File: src/rtl/br_predictor_btb_pkg.sv
// Shared types for the direct-mapped branch target buffer: 2-bit counter
// encoding, the resettable per-entry state, and perf-counter helpers.
package br_predictor_btb_pkg;

  typedef enum logic [1:0] {
    BP_SNT = 2'b00,
    BP_WNT = 2'b01,
    BP_WT  = 2'b10,
    BP_ST  = 2'b11
  } bp_cnt_t;

  // Resettable half of a BTB entry; tag and target sit in unreset flop arrays.
  typedef struct packed {
    logic    valid;
    bp_cnt_t cnt;
  } bp_entry_t;

  localparam int unsigned BP_PERF_W = 32;

  function automatic logic [BP_PERF_W-1:0] perf_sat_inc(input logic [BP_PERF_W-1:0] v);
    return (&v) ? v : v + BP_PERF_W'(1);
  endfunction

endpackage

File: src/rtl/br_predictor_btb_sat_counter2.sv
// Combinational next-state for a 2-bit saturating taken/not-taken counter.
module sat_counter2
  import br_predictor_btb_pkg::*;
(
  input  bp_cnt_t i_cnt,
  input  logic    i_taken,
  output bp_cnt_t o_cnt_c
);

  always_comb begin
    o_cnt_c = i_cnt;
    unique case (i_cnt)
      BP_SNT:  o_cnt_c = i_taken ? BP_WNT : BP_SNT;
      BP_WNT:  o_cnt_c = i_taken ? BP_WT  : BP_SNT;
      BP_WT:   o_cnt_c = i_taken ? BP_ST  : BP_WNT;
      BP_ST:   o_cnt_c = i_taken ? BP_ST  : BP_WT;
      default: o_cnt_c = i_cnt;
    endcase
  end

endmodule

File: src/rtl/br_predictor_btb.sv
// Direct-mapped BTB with 2-bit counters: combinational IF-stage lookup,
// ID-stage resolution updates, and saturating branch/mispredict counters.
module br_predictor_btb
  import br_predictor_btb_pkg::*;
#(
  parameter int unsigned ENTRIES = 16,
  parameter int unsigned width   = 32
) (
  input  logic                 clk,
  input  logic                 rst,
  input  logic [width-1:0]     BP_lookup_pc_i,
  output logic                 BP_pred_hit_o,
  output logic                 BP_pred_taken_o,
  output logic [width-1:0]     BP_pred_target_o,
  input  logic                 BP_upd_valid_i,
  input  logic [width-1:0]     BP_upd_pc_i,
  input  logic                 BP_upd_taken_i,
  input  logic [width-1:0]     BP_upd_target_i,
  input  logic                 BP_upd_jump_i,
  input  logic                 BP_upd_mispred_i,
  output logic [BP_PERF_W-1:0] BP_branch_cnt_o,
  output logic [BP_PERF_W-1:0] BP_mispred_cnt_o
);

  localparam int unsigned IDX_W = $clog2(ENTRIES);
  localparam int unsigned TAG_W = width - IDX_W - 2;

  bp_entry_t              r_meta [ENTRIES];
  logic [TAG_W-1:0]       r_tag  [ENTRIES];
  logic [width-1:0]       r_tgt  [ENTRIES];
  logic [BP_PERF_W-1:0]   r_branch_cnt;
  logic [BP_PERF_W-1:0]   r_mispred_cnt;

  logic [IDX_W-1:0]       w_lk_idx;
  logic [TAG_W-1:0]       w_lk_tag;
  logic                   w_lk_hit;
  logic                   w_lk_taken;

  logic [IDX_W-1:0]       w_up_idx;
  logic [TAG_W-1:0]       w_up_tag;
  logic                   w_up_hit;
  bp_cnt_t                w_up_cnt;
  bp_cnt_t                w_sat_cnt;
  bp_entry_t              w_meta_nxt;
  logic                   w_meta_we;
  logic                   w_tag_we;
  logic                   w_tgt_we;
  logic                   w_unused;

  assign w_unused = ^BP_upd_pc_i[1:0];

  // Lookup path: reads current table contents only, so a same-cycle update is not visible.
  assign w_lk_idx   = BP_lookup_pc_i[IDX_W+1:2];
  assign w_lk_tag   = BP_lookup_pc_i[width-1:IDX_W+2];
  assign w_lk_hit   = r_meta[w_lk_idx].valid && (r_tag[w_lk_idx] == w_lk_tag);
  assign w_lk_taken = w_lk_hit && r_meta[w_lk_idx].cnt[1];

  assign BP_pred_hit_o    = w_lk_hit;
  assign BP_pred_taken_o  = w_lk_taken;
  assign BP_pred_target_o = w_lk_taken ? r_tgt[w_lk_idx] : BP_lookup_pc_i + width'(4);

  assign w_up_idx = BP_upd_pc_i[IDX_W+1:2];
  assign w_up_tag = BP_upd_pc_i[width-1:IDX_W+2];
  assign w_up_hit = r_meta[w_up_idx].valid && (r_tag[w_up_idx] == w_up_tag);
  assign w_up_cnt = r_meta[w_up_idx].cnt;

  sat_counter2 u_sat_counter2 (
    .i_cnt   (w_up_cnt),
    .i_taken (BP_upd_taken_i),
    .o_cnt_c (w_sat_cnt)
  );

  // Update decode: hits train the counter, taken misses (re)allocate the entry.
  always_comb begin
    w_meta_we        = 1'b0;
    w_tag_we         = 1'b0;
    w_tgt_we         = 1'b0;
    w_meta_nxt.valid = 1'b1;
    w_meta_nxt.cnt   = w_up_cnt;
    if (BP_upd_valid_i) begin
      if (w_up_hit) begin
        w_meta_we      = 1'b1;
        w_tgt_we       = BP_upd_jump_i || BP_upd_taken_i;
        w_meta_nxt.cnt = BP_upd_jump_i ? BP_ST : w_sat_cnt;
      end else if (BP_upd_taken_i) begin
        w_meta_we      = 1'b1;
        w_tag_we       = 1'b1;
        w_tgt_we       = 1'b1;
        w_meta_nxt.cnt = BP_upd_jump_i ? BP_ST : BP_WT;
      end
    end
  end

  always_ff @(posedge clk or negedge rst) begin
    if (!rst) begin
      for (int unsigned i = 0; i < ENTRIES; i++) begin
        r_meta[i] <= '{valid: 1'b0, cnt: BP_WNT};
      end
    end else if (w_meta_we) begin
      r_meta[w_up_idx] <= w_meta_nxt;
    end
  end

  // Tag/target carry no reset; the rst gate keeps writes presented during reset from landing.
  always_ff @(posedge clk) begin
    if (rst && w_tag_we) begin
      r_tag[w_up_idx] <= w_up_tag;
    end
    if (rst && w_tgt_we) begin
      r_tgt[w_up_idx] <= BP_upd_target_i;
    end
  end

  always_ff @(posedge clk or negedge rst) begin
    if (!rst) begin
      r_branch_cnt  <= '0;
      r_mispred_cnt <= '0;
    end else if (BP_upd_valid_i) begin
      r_branch_cnt <= perf_sat_inc(r_branch_cnt);
      if (BP_upd_mispred_i) begin
        r_mispred_cnt <= perf_sat_inc(r_mispred_cnt);
      end
    end
  end

  assign BP_branch_cnt_o  = r_branch_cnt;
  assign BP_mispred_cnt_o = r_mispred_cnt;

endmodule

File: config.mk
export PLATFORM = sky130hd
export DESIGN_NAME = br_predictor_btb
export DESIGN_NICKNAME = d
export VERILOG_FILES = /design/src/rtl/br_predictor_btb_pkg.sv /design/src/rtl/br_predictor_btb_sat_counter2.sv /design/src/rtl/br_predictor_btb.sv
export SDC_FILE = /design/constraint.sdc
export NUM_CORES = 1
export LEC_CHECK = 0
export BUFFER_PORTS_ARGS = -buffer_cell sky130_fd_sc_hd__buf_2
export CORE_MARGIN = 2
export CORE_UTILIZATION = 59
export DETAILED_ROUTE_END_ITERATION = 10
export PLACE_DENSITY = 0.74
export SLEW_MARGIN = 0
export SYNTH_ARGS = -nofsm -noshare
export SYNTH_HDL_FRONTEND = slang
export SYNTH_SLANG_ARGS = --single-unit
File: constraint.sdc
create_clock -name clk -period 5.9 [get_ports clk]
set_input_delay 0.885 -clock clk [delete_from_list [all_inputs] [get_ports clk]]
set_output_delay 0.885 -clock clk [all_outputs]
set_load 0.005 [all_outputs]
Word-level counts from Yosys, hierarchy flattened
Memories as Yosys holds them, arrays and structs flattened. Index checks and enable logic that the tools add are counted.

Register bits: 112. Bits in writable memories: 928. Input port bits: 102. Output and inout bits: 98. Logic and storage cells: 94. Memories kept: 2.

Memories: r_tgt (words 16, width 32, rd ports 1, clocked after memory_dff 0, write ports 1, line br_predictor_btb.sv:30) `logic [width-1:0] r_tgt [ENTRIES];`; r_tag (words 16, width 26, rd ports 2, clocked after memory_dff 0, write ports 1, line br_predictor_btb.sv:29) `logic [TAG_W-1:0] r_tag [ENTRIES];`.

Add/subtract/negate cells: 3. Order comparisons: 3. Eq/ne operators: 5. Muxes and demuxes: 31. Bitwise operators: 4. Reductions and logical operators: 12.

Operators with widths (number): adder 32 x 1 -> 32 bit, second input constant (2); AND reduction 32 bit (2); equality test 26 bit (2); bitwise mux 48 bit (1); adder 32 x 3 -> 32 bit, second input constant (1); 2-to-1 mux 32 bit (1); binary-select mux 3 bit (select 4 bit) (2); 2-to-1 mux 3 bit (5); 2-to-1 mux 1 bit (14); demux 3 bit (select 4 bit) (1); 2-to-1 mux 2 bit (6); greater-or-equal comparator 5 bit, second input constant (2); inverter 4 -> 5 bit (2); one-hot mux 2 bit (4 select lines) (1); logical AND 1 bit (6); < comparator 5 x 1 -> 1 bit, second input constant (1); equality test 2 bit, second input constant (2); AND reduction 3 bit (1); equality test 2 x 1 -> 1 bit, second input constant (1); logical NOT 2 bit (1); inverter 1 bit (2); AND reduction 2 bit (1); logical OR 1 bit (1).

Depth between registers and ports, before layout
Depth after elaboration: 10. Depth in mapped cells: 15. Gate-level depth less buffers: 9.

Modules after synthesis
From an unflattened synthesis, not the netlist that was laid out.

Cell total of the unflattened synthesis: 2460. Area total of the unflattened synthesis: 46393.2 um2.

Modules (own cells, without submodules): br_predictor_btb (times used 1, cells an instance 2457, area an instance 46367.0 um2, sequential area each 30689.4 um2); sat_counter2 (times used 1, cells an instance 3, area an instance 26.3 um2, sequential area each 0.0 um2).

Worst setup path after synthesis
OpenSTA, ideal clock, no wires.

Path kind: input -> register. Start point: input port BP_upd_pc_i[2]. End point: memory r_tgt[8][0], enable pin. Setup time: 0.461 ns. Arrival time: 5.325 ns. Required time: 5.439 ns. Slack: 0.114 ns. Stages: 9. Path buffers: 1. Path through: buf_6 -> mux4_2 -> a22oi_1 -> o311ai_1 -> or4_4 -> a311oi_4 -> and3_2 -> a21oi_1 -> nor3_1.

Longest elaborated chain between the ends: 10. Elaborated cells on any way between the ends: 12. Classes of those cells: eq/ne (1); mux (7); bitwise (1); reduce/logical (2); memory (1).

RTL lines: from (decl) (line br_predictor_btb.sv:16) `input logic [width-1:0] BP_upd_pc_i,`; parallel branches: the longest is 10 deep, another holds memory read (16 x 26 bit); to (decl) (line br_predictor_btb.sv:30).

Parallel ways; which one is timed is not known. The select of a mux whose other input is x is not followed.

Final worst setup path
Start point: input port BP_lookup_pc_i[2]. End point: output port BP_pred_target_o[26].

Longest elaborated chain between the ends: 7. Elaborated cells on any way between the ends: 11. Classes of those cells: add/sub (1); eq/ne (1); mux (4); bitwise (1); reduce/logical (2); memory (2).

RTL lines: from (decl) (line br_predictor_btb.sv:11) `input logic [width-1:0] BP_lookup_pc_i,`; parallel branches: the longest is 6 deep, another holds memory read (16 x 26 bit); 2-to-1 mux 32 bit (*) (line br_predictor_btb.sv:60) `assign BP_pred_target_o = w_lk_taken ? r_tgt[w_lk_idx] : BP_lookup_pc_i + width'(4);`; to (decl) (line br_predictor_btb.sv:14) `output logic [width-1:0] BP_pred_target_o,`.

Every way passes the cells marked *. The select of a mux whose other input is x is not followed.

==> results.cfg <==
[logic_synthesis]
synthArstFlopShare_pct = 10.8
avgSynthCellArea_sq_um = 19.2
synth_edf_count = 928
synth-seq-cells = 1040
synth_nets = 2500
ys_seq_area_share_pct = 66.8
synth_cell_types = 71
synthCells = 2395
synthesis.area_sq_mm = 0.0460
ys_warn_count = 0
synthFlopType = edfxtp_1

[global_route]
grt_util_met2_pct = 49.6
grt_pass1_wl_um = 179000
met3_usage_pct = 6.56
grt_pass1_vias = 26500
antenna_found_initial = 18
grt.busiest_layer = met2
grt_overflow = 0
grt_util_met1_pct = 41.4
track_usage_pct = 30.7
grt_max_degree = 75

[power_and_ir_drop]
power_mw = 16.4
p_leak_nw = 17.7
ir_drop_mv = 0.289
swShare_pct = 23.0
seq_power_share_pct = 50.7
comb_power_share_pct = 8.4
clock_power_share_pct = 40.9
power_density_mw_per_mm2 = 313
p_int_mw = 12.7
p_switching_mw = 3.78

[timing]
timing_hold_violations_final = 0
slew_headroom_pct = 42.2
min_period_over_period_pct = 93.4
setup_tns_ps = 0
drv_slew = 0
worst_pin_slew_ps = 866
rsz0062_at_grt = false
period_needed_ps = 5510
skew_ps = 52.0
max_clock_freq_mhz = 181
setup_viol_count_final = 0

[die]
ioPinCount = 200
initial_utilization_pct = 59.4
die_area_sq_mm = 0.0801
row_count = 102
die_y_um = 283
coreArea_sq_mm = 0.0773
fp.dieW_um = 283

[clock_tree]
clock_sinks = 1040
clkLatencyLatePin_ps = 690
hold_buffers = 0
cts_root_buffer = clkbuf_16
htreeDepth = 3
cts.path.max_buffers = 3
clkTransAtPathRegs_ps = 70
post_cts_resized = 0
cts_tree = yes
numCtsBuffers = 104
postCtsSetupBuffers = 0

[drt]
wl_um = 122000
viasPerCell = 6.82
wl_per_cell_um = 32.2
first_pass_iters = 5
drtIter0Drc = 3532
drcViolationCount = 0
num_vias = 26000
ant_nets = 0

[worst_setup_path]
critPathTopFamily = buffers and inverters
r2r_start = r_tag[6][7]$_DFFE_PP_
cpMaxStageDelayCell = mux4_2
r2r_slack_ps = 1810
critPathBufInv = 5
required_ps = 5020
worstSetupPathType = input pin to output pin
endpoint_kind = output pin
arrival_ps = 4630
slowest_delay_ps = 490
path_cells = buf_8 > buf_4 > buf_4 > mux4_2 > nor2b_1 > a211oi_1 > a21oi_1 > xor2_1 > nor4bb_1 > and4_2 > buf_12 > mux2_1 > buf_2
cp-start-kind = input pin
crit_cells = 13
crit_top_cell = buf_4
r2r-end = r_tgt[13][26]$_DFFE_PP_
endpoint = BP_pred_target_o[26]
reg2regPathDepth = 11
startpoint = BP_lookup_pc_i[2]
path_max_fanout = 32

[run_status]
outcome = complete, no violations

[placement]
portBuffers = 197
place_congestion = 0.887
hpwl_um = 72700
postPlaceCellArea_sq_mm = 0.0489

[final_layout]
nNetsFinal = 2770
fin_util_pct = 67.8
layout-drive-gt1-share_pct = 33.4
syn2layout_area_growth_pct = 14.2
stdcell_area_sq_mm = 0.0525

[worst_hold_path]
worst_hold_path_type = input pin to async pin

[flow_run]
maxCapViolCount = 0
==> synth_stat cells, types with 4 or more instances <==
library cell,count,share of area (%)
and4_1,10,0.19
mux2_2,15,0.37
xor2_1,57,1.1
nor2b_1,26,0.35
nor4_1,9,0.12
buf_1,11,0.090
dfstp_2,16,0.91
buf_4,21,0.34
a22oi_1,22,0.36
a2bb2oi_1,7,0.13
nand2_1,72,0.59
clkbuf_1,36,0.29
and3_1,21,0.29
nor3_1,18,0.20
a211oi_1,20,0.33
a21oi_1,40,0.44
a221oi_1,10,0.19
a2bb2oi_2,10,0.33
o21ai_0,5,0.054
o22a_1,18,0.34
and2_1,5,0.068
inv_1,15,0.12
dfrtp_1,96,5.2
a21oi_2,10,0.19
nand2b_1,7,0.095
nand3_1,39,0.42
buf_6,22,0.54
buf_2,43,0.47
xnor2_1,96,1.8
mux4_2,360,18
nand4_1,32,0.44
nor2_1,77,0.63
or2_2,16,0.22
mux2_1,30,0.74
o211ai_1,4,0.065
mux2i_1,118,2.6
edfxtp_1,928,61
o22ai_1,6,0.082
==> power groups by stage <==
| stage | clock network (mW) | registers (mW) | logic (mW) |
|---|---|---|---|
| detailed placement | 0 | 8.48 | 1.38 |
| global route | 7.09 | 8.35 | 1.47 |
| global placement | 0 | 8.46 | 1.34 |
| floorplan | 0 | 8.45 | 0.860 |
| CTS | 6.78 | 8.33 | 1.39 |
| finish | 6.72 | 8.34 | 1.39 |
==> cells in the final DEF, fill, tap and decap left out, drive strengths merged, types with 27 or more instances in the layout <==
cell type and count:
nor2b 27, nand3 39, edfxtp 928, a21oi 50, xor2 57, clkinv 50, buf 297, nor2 77
dfrtp 96, nand4 33, mux2i 118, mux4 360, clkbuf 130, xnor2 96, nand2 72, mux2 47
==> final cells by class <==
type,instances,area (sq um)
clock inverters,68,731
flip-flops and latches,1040,30700
fillers,4933,24900
diodes,11,27.5
inverters,17,63.8
clock buffers,130,2790
well taps,1040,1300
repair buffers,297,2230
multi-input cells,1205,14600
==> flip-flops by register name (all words and copies together) (netlist names) <==
register,count
BP_mispred_cnt_o,32
r_tag,416
BP_branch_cnt_o,32
r_meta,48
r_tgt,512
==> how the worst min path moves through the flow <==
stage,endpoint,slack [ps],depth (start not counted)
finish,r_meta[40]$_DFFE_PN0P_,280,1
detailed placement,r_meta[5]$_DFFE_PN0P_,470,1
global route,r_meta[40]$_DFFE_PN0P_,290,1
CTS,r_meta[4]$_DFFE_PN0P_,260,1
floorplan,r_meta[29]$_DFFE_PN0P_,450,1
global placement,r_meta[2]$_DFFE_PN0P_,470,1
==> metal layers <==
metal / wire [um] / up-vias
li1: - / 10500
met1: 44100 / 13500
met2: 60300 / 1653
met3: 13300 / 323
met4: 4670 / 16
met5: 103 / -
==> metrics by stage <==
stage / hold WS [ps] / instances / worst slack [ps]
floorplan: 445 / 2395 / 114
global placement: 466 / 3599 / 499
detailed placement: 475 / 3599 / 459
CTS: 256 / 3797 / 444
global route: 294 / 3802 / 160
finish: 281 / 3808 / 390
==> kinds of logic after synthesis <==
family	after synthesis	synth area share [%]
flops	1040	66.8
xor+xnor	153	2.92
buf+inv	150	1.87
fa+ha+maj	4	0.103
mux	525	21.4
compound gates	177	3.09
simple gates	346	3.86
Note: power is estimated with default switching activity, not from simulation.
